**src/rtl/urv_mem_arbiter.sv**
```systemverilog
// Shares one synchronous SRAM between the uRV fetch and data ports; data wins the slot
// unless it has starved fetch for g_fetch_starve_limit consecutive grants.
module urv_mem_arbiter #(
  parameter int g_addr_width         = 14,
  parameter int g_fetch_starve_limit = 4
) (
  input  logic                    clk_i,
  input  logic                    rst_n_i,
  input  logic [31:0]             im_addr_i,
  output logic [31:0]             im_data_o,
  output logic                    im_valid_o,
  input  logic [31:0]             dm_addr_i,
  input  logic [31:0]             dm_data_s_i,
  input  logic [3:0]              dm_data_select_i,
  input  logic                    dm_load_i,
  input  logic                    dm_store_i,
  output logic                    dm_ready_o,
  output logic [31:0]             dm_data_l_o,
  output logic                    dm_load_done_o,
  output logic                    dm_store_done_o,
  output logic                    mem_en_o,
  output logic                    mem_wr_o,
  output logic [3:0]              mem_bwe_o,
  output logic [g_addr_width-1:0] mem_addr_o,
  output logic [31:0]             mem_data_o,
  input  logic [31:0]             mem_data_i
);

  localparam int CW = (g_fetch_starve_limit > 0) ? $clog2(g_fetch_starve_limit + 1) : 1;
  localparam logic [CW-1:0] LIMIT = CW'(g_fetch_starve_limit);

  typedef enum logic {ST_WAKE, ST_RUN} state_t;
  typedef enum logic [1:0] {TAG_NONE, TAG_FETCH, TAG_LOAD, TAG_STORE} tag_t;

  state_t state_q, state_d;
  tag_t   tag_q, tag_d;

  logic                    pend_valid;
  logic                    pend_is_store;
  logic [g_addr_width-1:0] pend_waddr;
  logic [31:0]             pend_data;
  logic [3:0]              pend_sel;
  logic [CW-1:0]           starve_cnt;

  logic data_gnt;
  logic fetch_gnt;
  logic starved;
  logic accept;
  logic unused_addr_bits;

  // Only the word-address field is used; byte offset and upper bits alias.
  assign unused_addr_bits = ^{im_addr_i, dm_addr_i};

  assign starved    = (g_fetch_starve_limit != 0) && (starve_cnt == LIMIT);
  assign dm_ready_o = !pend_valid || data_gnt;
  assign accept     = dm_ready_o && (dm_load_i || dm_store_i);

  always_ff @(posedge clk_i or negedge rst_n_i) begin
    if (!rst_n_i) begin
      state_q <= ST_WAKE;
    end else begin
      state_q <= state_d;
    end
  end

  always_comb begin
    state_d    = state_q;
    tag_d      = TAG_NONE;
    data_gnt   = 1'b0;
    fetch_gnt  = 1'b0;
    mem_en_o   = 1'b0;
    mem_wr_o   = 1'b0;
    mem_bwe_o  = 4'b0000;
    mem_addr_o = '0;
    mem_data_o = 32'h0;
    case (state_q)
      ST_WAKE: begin
        state_d = ST_RUN;
      end
      ST_RUN: begin
        mem_en_o = 1'b1;
        if (pend_valid && !starved) begin
          data_gnt   = 1'b1;
          mem_addr_o = pend_waddr;
          if (pend_is_store) begin
            tag_d      = TAG_STORE;
            mem_wr_o   = 1'b1;
            mem_bwe_o  = pend_sel;
            mem_data_o = pend_data;
          end else begin
            tag_d = TAG_LOAD;
          end
        end else begin
          // Ungranted fetches are simply dropped; the fetch unit re-presents.
          fetch_gnt  = 1'b1;
          tag_d      = TAG_FETCH;
          mem_addr_o = im_addr_i[g_addr_width+1:2];
        end
      end
      default: state_d = ST_WAKE;
    endcase
  end

  always_ff @(posedge clk_i or negedge rst_n_i) begin
    if (!rst_n_i) begin
      pend_valid    <= 1'b0;
      pend_is_store <= 1'b0;
      pend_waddr    <= '0;
      pend_data     <= 32'h0;
      pend_sel      <= 4'b0000;
      starve_cnt    <= '0;
      tag_q         <= TAG_NONE;
    end else begin
      tag_q <= tag_d;
      if (accept) begin
        pend_valid    <= 1'b1;
        pend_is_store <= dm_store_i;
        pend_waddr    <= dm_addr_i[g_addr_width+1:2];
        pend_data     <= dm_data_s_i;
        pend_sel      <= dm_data_select_i;
      end else if (data_gnt) begin
        pend_valid <= 1'b0;
      end
      if (fetch_gnt) begin
        starve_cnt <= '0;
      end else if (data_gnt && (g_fetch_starve_limit != 0) && (starve_cnt != LIMIT)) begin
        starve_cnt <= starve_cnt + 1'b1;
      end
    end
  end

  assign im_valid_o      = (tag_q == TAG_FETCH);
  assign im_data_o       = im_valid_o ? mem_data_i : 32'h0;
  assign dm_load_done_o  = (tag_q == TAG_LOAD);
  assign dm_data_l_o     = dm_load_done_o ? mem_data_i : 32'h0;
  assign dm_store_done_o = (tag_q == TAG_STORE);

endmodule

```
**config.mk**
```make
export PLATFORM = sky130hd
export DESIGN_NAME = urv_mem_arbiter
export DESIGN_NICKNAME = d
export VERILOG_FILES = /design/src/rtl/urv_mem_arbiter.sv
export SDC_FILE = /design/constraint.sdc
export NUM_CORES = 1
export LEC_CHECK = 0
export CAP_MARGIN = 20
export CORE_ASPECT_RATIO = 0.5
export CORE_MARGIN = 2
export CORE_UTILIZATION = 36
export CTS_CLUSTER_SIZE = 10
export DETAILED_ROUTE_END_ITERATION = 7
export PLACE_DENSITY = 0.88
export SYNTH_ARGS = -nofsm -noshare
export SYNTH_HDL_FRONTEND = slang
export SYNTH_SLANG_ARGS = --single-unit
```
**constraint.sdc**
```tcl
create_clock -name clk_i -period 5.1 [get_ports clk_i]
set_clock_uncertainty 0.05 [all_clocks]
set_input_delay 0.51 -clock clk_i [delete_from_list [all_inputs] [get_ports clk_i]]
set_output_delay 0.51 -clock clk_i [all_outputs]
set_load 0.1 [all_outputs]
```
# After elaboration in Yosys (flattened, before gate mapping)
# Index checks and enable logic that the tools add are counted.
dict set report word_totals {
  output_inout_bits 120
  regBits 58
  in_bits 136
}
dict set report classes {
  n_reduce_logical 9
  n_addsub 1
  mux 25
  eq_ne 5
}
# operator count
set ops {}
lappend ops {{$mux W32} 5}
lappend ops {{$mux W14} 2}
lappend ops {{$mux W4} 3}
lappend ops {{$mux W1} 11}
lappend ops {{$mux W3} 2}
lappend ops {{$eq A2 B2 Y1 const B} 2}
lappend ops {{$mux W2} 2}
lappend ops {{$reduce_bool A2 Y1} 2}
lappend ops {{$add A3 B1 Y3 const B} 1}
lappend ops {{$eq A3 B3 Y1 const B} 1}
lappend ops {{$logic_and A1 B1 Y1} 3}
lappend ops {{$ne A3 B3 Y1 const B} 1}
lappend ops {{$eq A2 B1 Y1 const B} 1}
lappend ops {{$logic_not A1 Y1} 2}
lappend ops {{$logic_or A1 B1 Y1} 2}

# Longest topological paths before layout
dict set report depth {
  word_depth 8
  mapped_depth 7
  mapped_depth_nobuf 5
}

# Least setup slack after synthesis
# No wires, ideal clock.
dict set report synth_timing {
  path_kind {reg-to-output}
  start {register state_q}
  end {output port mem_data_o[21]}
  slack_ns 1.996
  t_arrival_ns 2.544
  t_required_ns 4.540
  path_stages_with_launch 5
  path_cell_list {dfrtp_1 > and3_1 > buf_2 > buf_4 > and2_1}
}
dict set report synth_between {
  elab_chain_len 1
}
# element line
set synth_lines {}
lappend synth_lines {{start: declaration} 35} ;# state_t state_q, state_d;
lappend synth_lines {{start signal: assignment} 62} ;# state_q <= state_d;
lappend synth_lines {{$mux W32} 76} ;# case (state_q)
lappend synth_lines {{end: declaration} 25} ;# output logic [31:0] mem_data_o,
# Every way passes these cells.

# Worst setup path after layout
dict set report layout_timing {
  start {register starve_cnt[1]}
  end {output port mem_addr_o[6]}
}
dict set report layout_between {
  elab_chain_len 5
}
# element line
set layout_lines {}
lappend layout_lines {{start: declaration} 43} ;# logic [CW-1:0] starve_cnt;
lappend layout_lines {{start signal: assignment} 127} ;# starve_cnt <= starve_cnt + 1'b1;
lappend layout_lines {{$eq A3 B3 Y1} 54} ;# assign starved = (g_fetch_starve_limit != 0) && (starve_cnt == LIMIT);
lappend layout_lines {{$logic_not A1 Y1} 82} ;# if (pend_valid && !starved) begin
lappend layout_lines {{$logic_and A1 B1 Y1} 82}
lappend layout_lines {{$mux W14} 82}
lappend layout_lines {{$mux W14} 76}
lappend layout_lines {{end: declaration} 24} ;# output logic [g_addr_width-1:0] mem_addr_o,
# Every way passes these cells.

==> out/results.txt <==
The launch point of the worst path is starve_cnt[1]$_DFFE_PN0P_. The run gives 0.009557 mm² as the die area. After clock tree synthesis, the clock-pin slew on the worst setup and hold paths is 0.05 ns. The share of synthesized area in the top cell type comes to 46.09%.

The floorplan has 24 rows. The class of the most critical hold timing path is in2async. The synthesized design spends more area on one cell type than any other, namely sky130_fd_sc_hd__dfrtp_1.

The run gives 59 as the pin count of the biggest net entering global routing. The largest stage delay on the critical path was 1.18 ns. The logs give 4.938% for the fraction of met3 tracks used by global routing and 0 for the count of synthesis-stage warnings from yosys. The share of layout cells above drive strength 1 was 14.69%; the final-layout fill cell count was 634. For the antenna cell count, the log shows 0.

In the post-synthesis netlist, the biggest area contributors are sky130_fd_sc_hd__dfrtp_1 (46%), sky130_fd_sc_hd__and2_1 (20%), sky130_fd_sc_hd__mux2_4 (9.5%). The worst register-to-register path has a depth of 6. The number of gates on the worst path with buffers counted was 7; the number of different library cells in the post-synthesis netlist was 27.

Of the total power, the clock network draws 19.7%. Clock latency on the worst-skew pair, taken at its later pin, is 0.32 ns. Data on the critical path arrives at its endpoint at 3.22 ns.

Initial core utilization: 36.67%. Dividing the final minimum period by the clock period gives 74.11%. From left edge to right edge, the die measures 136.3 µm. For the normalized max-slew margin, the log shows 30.73%. The tree is rooted in a sky130_fd_sc_hd__clkbuf_16. The tools report the number of hold violations in the final report as 0.

Traced cell by cell, the critical path runs through inv_1, ha_1, a21boi_1, nor2b_1, buf_4, a22o_1, clkdlybuf4s50_1. Among cell families on the critical path, the largest total delay comes from buffers and inverters. The tools report the maximum frequency from static timing analysis as 0.2646 GHz. The tools report the initial antenna violation count as 0.

Port buffering added 219 buffers. The worst-case IR drop observed on VDD is 0.2639 mV. Dividing the detail-routed wire length by the instance count gives 15.89 µm. On the critical path, the stage with the largest delay is an instance of sky130_fd_sc_hd__clkdlybuf4s50_1. For the via count of the first global-routing pass, the log shows 2823. In this run the standard cell core region covers 0.008588 mm².

Clock period minus final worst setup slack: 3.780 ns. The worst register-to-register path ends at pend_waddr[5]$_DFFE_PN0P_. Global routing consumed, over all layers together, 20.21% of the routing resources. Leaving out fill and tap cells, the most frequent cell in the layout is sky130_fd_sc_hd__clkdlybuf4s50_1. The tools report the kind of end point of the critical path as a primary output.

Internal power summed over all cells: 1.583 mW. Setup total negative slack on the finished layout was measured at 0 ns. Summing over every cut layer, the via total after detailed routing is 2761. For this design the total switching power over the nets is 1.691 mW. Buffers added to address setup during post-CTS repair amount to 0. The first global-routing pass estimated 14880 µm of wire. Busiest metal layer after global routing: met2.

Combinational cells account for 59.9% of the total power. The number of levels the H-tree was split into was 3; the global placement routability congestion was 0.7764. The first detailed-routing pass ran for 4 iterations. The floorplan step set the die height to 70.14 µm. The run gives 0 as the max-capacitance violation count. The total CTS buffers is 9, and the critical path required time is 4.54 ns.

Setup repair after global routing left no endpoint under its margin. The initial detailed-routing violation count is 125. The final setup violation count is 0, and the power per standard cell area is 571.9 mW/mm².

The share of total power dissipated in sequential elements is 20.4%. Averaged over all synthesized cells, the footprint is 11.80 µm². TritonCTS built the clock tree. The tools report the total DRC errors in the routed layout as 0.

The synthesized flop and latch total works out to 58. In this run the critical register-to-register path is launched from starve_cnt[0]$_DFFE_PN0P_. The setup check on the worst reg-to-reg path leaves a slack of 2.82 ns.

For the final net count, the log shows 623. For this design the static power due to leakage is 2.378 nW. In the global route stage, met2 resource usage came out at 36.18%. The count of buffer and inverter cells on the critical path was 3; the highest net fanout along the worst path was 8. The completed layout was analyzed and its total power is 3.274 mW. The longest clock path from root to sink contains 2 buffers. Remaining global-route overflow: 0.

The run finished with clean final reports. The share of the Yosys chip area taken by registers is 46.09%. The start-to-end type of the worst setup path is reg2out.

Following the worst setup path forward leads to its endpoint at mem_addr_o[6]. In this run the count of I/O pins placed on the die edge is 256. Hold repair after CTS inserted 0 buffers. The area overhead of the layout relative to synthesis works out to 81.76%. In the routed layout, each cell is associated on average with a via count of 4.549. The clock drives 58 sinks.

The number of gates resized after CTS was 0. The worst-margin pin slew was 1.036 ns; the number of antenna-violating nets in the routed design was 0. The top cell types in the final layout, fill and taps aside, are sky130_fd_sc_hd__clkdlybuf4s50_1 (218), sky130_fd_sc_hd__and2_1 (101), sky130_fd_sc_hd__dfrtp_1 (58).

Switching share of power: 51.66%. STA classifies the critical path startpoint as a flip-flop. The tools report the post-synthesis net count as 405.

In this run the cell area of the synthesized design comes to 0.003149 mm². The cell count after synthesis came out at 267. Fraction of met1 tracks used by global routing: 23.48%.

The HPWL after detailed placement is 7030 µm. The tools report the number of pins with negative max-slew slack in the final report as 0. The routed design has 9647 µm of wire.
worst register-to-register path, stage by stage, from the launching register on:
cell	delay, ns
sky130_fd_sc_hd__dfrtp_1	0.35
sky130_fd_sc_hd__inv_1	0.07
sky130_fd_sc_hd__ha_1	0.23
sky130_fd_sc_hd__a21bo_4	0.24
sky130_fd_sc_hd__a21oi_4	0.14
sky130_fd_sc_hd__buf_4	0.62
sky130_fd_sc_hd__mux2_2	0.46
power groups by stage:
stage | clock network (mW) | logic, mW | registers (mW)
6_report | 0.643 | 1.96 | 0.669
5_1_grt | 0.677 | 2.02 | 0.684
4_1_cts | 0.654 | 1.97 | 0.668
3_5_place_dp | 0 | 1.96 | 0.671
3_3_place_gp | 0 | 1.94 | 0.662
2_1_floorplan | 0 | 1.53 | 0.648
cells in the mapped netlist:
| cell type | count |
|---|---|
| sky130_fd_sc_hd__and2_1 | 101 |
| sky130_fd_sc_hd__ha_1 | 2 |
| sky130_fd_sc_hd__o21ai_0 | 1 |
| sky130_fd_sc_hd__buf_4 | 1 |
| sky130_fd_sc_hd__nand3_1 | 1 |
| sky130_fd_sc_hd__a21oi_4 | 1 |
| sky130_fd_sc_hd__clkbuf_2 | 3 |
| sky130_fd_sc_hd__and3_1 | 1 |
| sky130_fd_sc_hd__nor2_1 | 2 |
| sky130_fd_sc_hd__xor2_1 | 1 |
| sky130_fd_sc_hd__mux2_2 | 26 |
| sky130_fd_sc_hd__mux2_1 | 4 |
| sky130_fd_sc_hd__dfrtp_1 | 58 |
| sky130_fd_sc_hd__inv_1 | 3 |
| sky130_fd_sc_hd__a22o_1 | 14 |
| sky130_fd_sc_hd__buf_2 | 2 |
| sky130_fd_sc_hd__mux2_4 | 20 |
| sky130_fd_sc_hd__o2bb2ai_1 | 2 |
| sky130_fd_sc_hd__a21boi_0 | 2 |
| sky130_fd_sc_hd__nand2_1 | 3 |
| sky130_fd_sc_hd__conb_1 | 1 |
| sky130_fd_sc_hd__a21bo_4 | 1 |
| sky130_fd_sc_hd__a21boi_1 | 1 |
| sky130_fd_sc_hd__clkbuf_1 | 6 |
| sky130_fd_sc_hd__nor2b_1 | 3 |
| sky130_fd_sc_hd__and2_2 | 1 |
| sky130_fd_sc_hd__buf_6 | 6 |
layout make-up:
cell class	instances	area (µm²)	share of cell area [%]
clock buffer	10	239.0	4.175
timing repair buffer	225	2232	38.99
multi-input combinational	188	1564	27.32
tap	117	146.4	2.557
sequential	58	1451	25.36
clock inverter	6	80.08	1.399
inverter	3	11.26	0.1967
sequential cells by signal (all words and copies together), names as in the netlist:
register and flops:
pend_data 32, pend_is_store 1, pend_sel 4, pend_valid 1
pend_waddr 14, starve_cnt 3, state_q 1, tag_q 2
through the flow:
step                setup WS (ns)  hold WS (ns)  instance area [µm²]  instances  utilization [%]
floorplan                   1.996        0.1644                 3149        267                -
global placement            1.586        0.4122                 5398        590            62.85
detailed placement          1.544        0.4218                 5398        590            62.85
CTS                         1.110        0.3075                 5717        606            66.56
global route                1.149        0.3510                 5724        607            66.65
finish                      1.320        0.2741                 5724        607            66.65
metal layers:
| metal | part of all wire, % | up-vias |
|---|---|---|
| li1 | - | 1322 |
| met1 | 41 | 1337 |
| met2 | 51 | 83 |
| met3 | 5.9 | 19 |
| met4 | 2.2 | 0 |
| met5 | 0 | - |
logic make-up (layout without fill, tap and decap cells):
kind of cell / Yosys count / in the layout / share of synthesized area, %
xor gates and xnor gates: 1 / 1 / 0.2782
and+or+nand+nor: 112 / 112 / 21.85
buffers and inverters: 21 / 244 / 4.251
DFF: 58 / 58 / 46.09
adders and majority gates: 2 / 2 / 0.7945
AOI/OAI and AO/OA: 22 / 22 / 6.357
muxes: 50 / 50 / 20.26
other: 1 / 1 / 0.1191
worst min-delay path by stage:
stage	start	to	cells past startpoint
2_1_floorplan	rst_n_i	pend_data[0]$_DFFE_PN0P_	0
3_3_place_gp	pend_data[8]$_DFFE_PN0P_	pend_data[8]$_DFFE_PN0P_	1
3_5_place_dp	pend_data[8]$_DFFE_PN0P_	pend_data[8]$_DFFE_PN0P_	1
4_1_cts	rst_n_i	pend_waddr[0]$_DFFE_PN0P_	2
5_1_grt	rst_n_i	pend_waddr[0]$_DFFE_PN0P_	2
6_report	rst_n_i	pend_waddr[0]$_DFFE_PN0P_	2
Note: power is estimated with default switching activity, not from simulation.
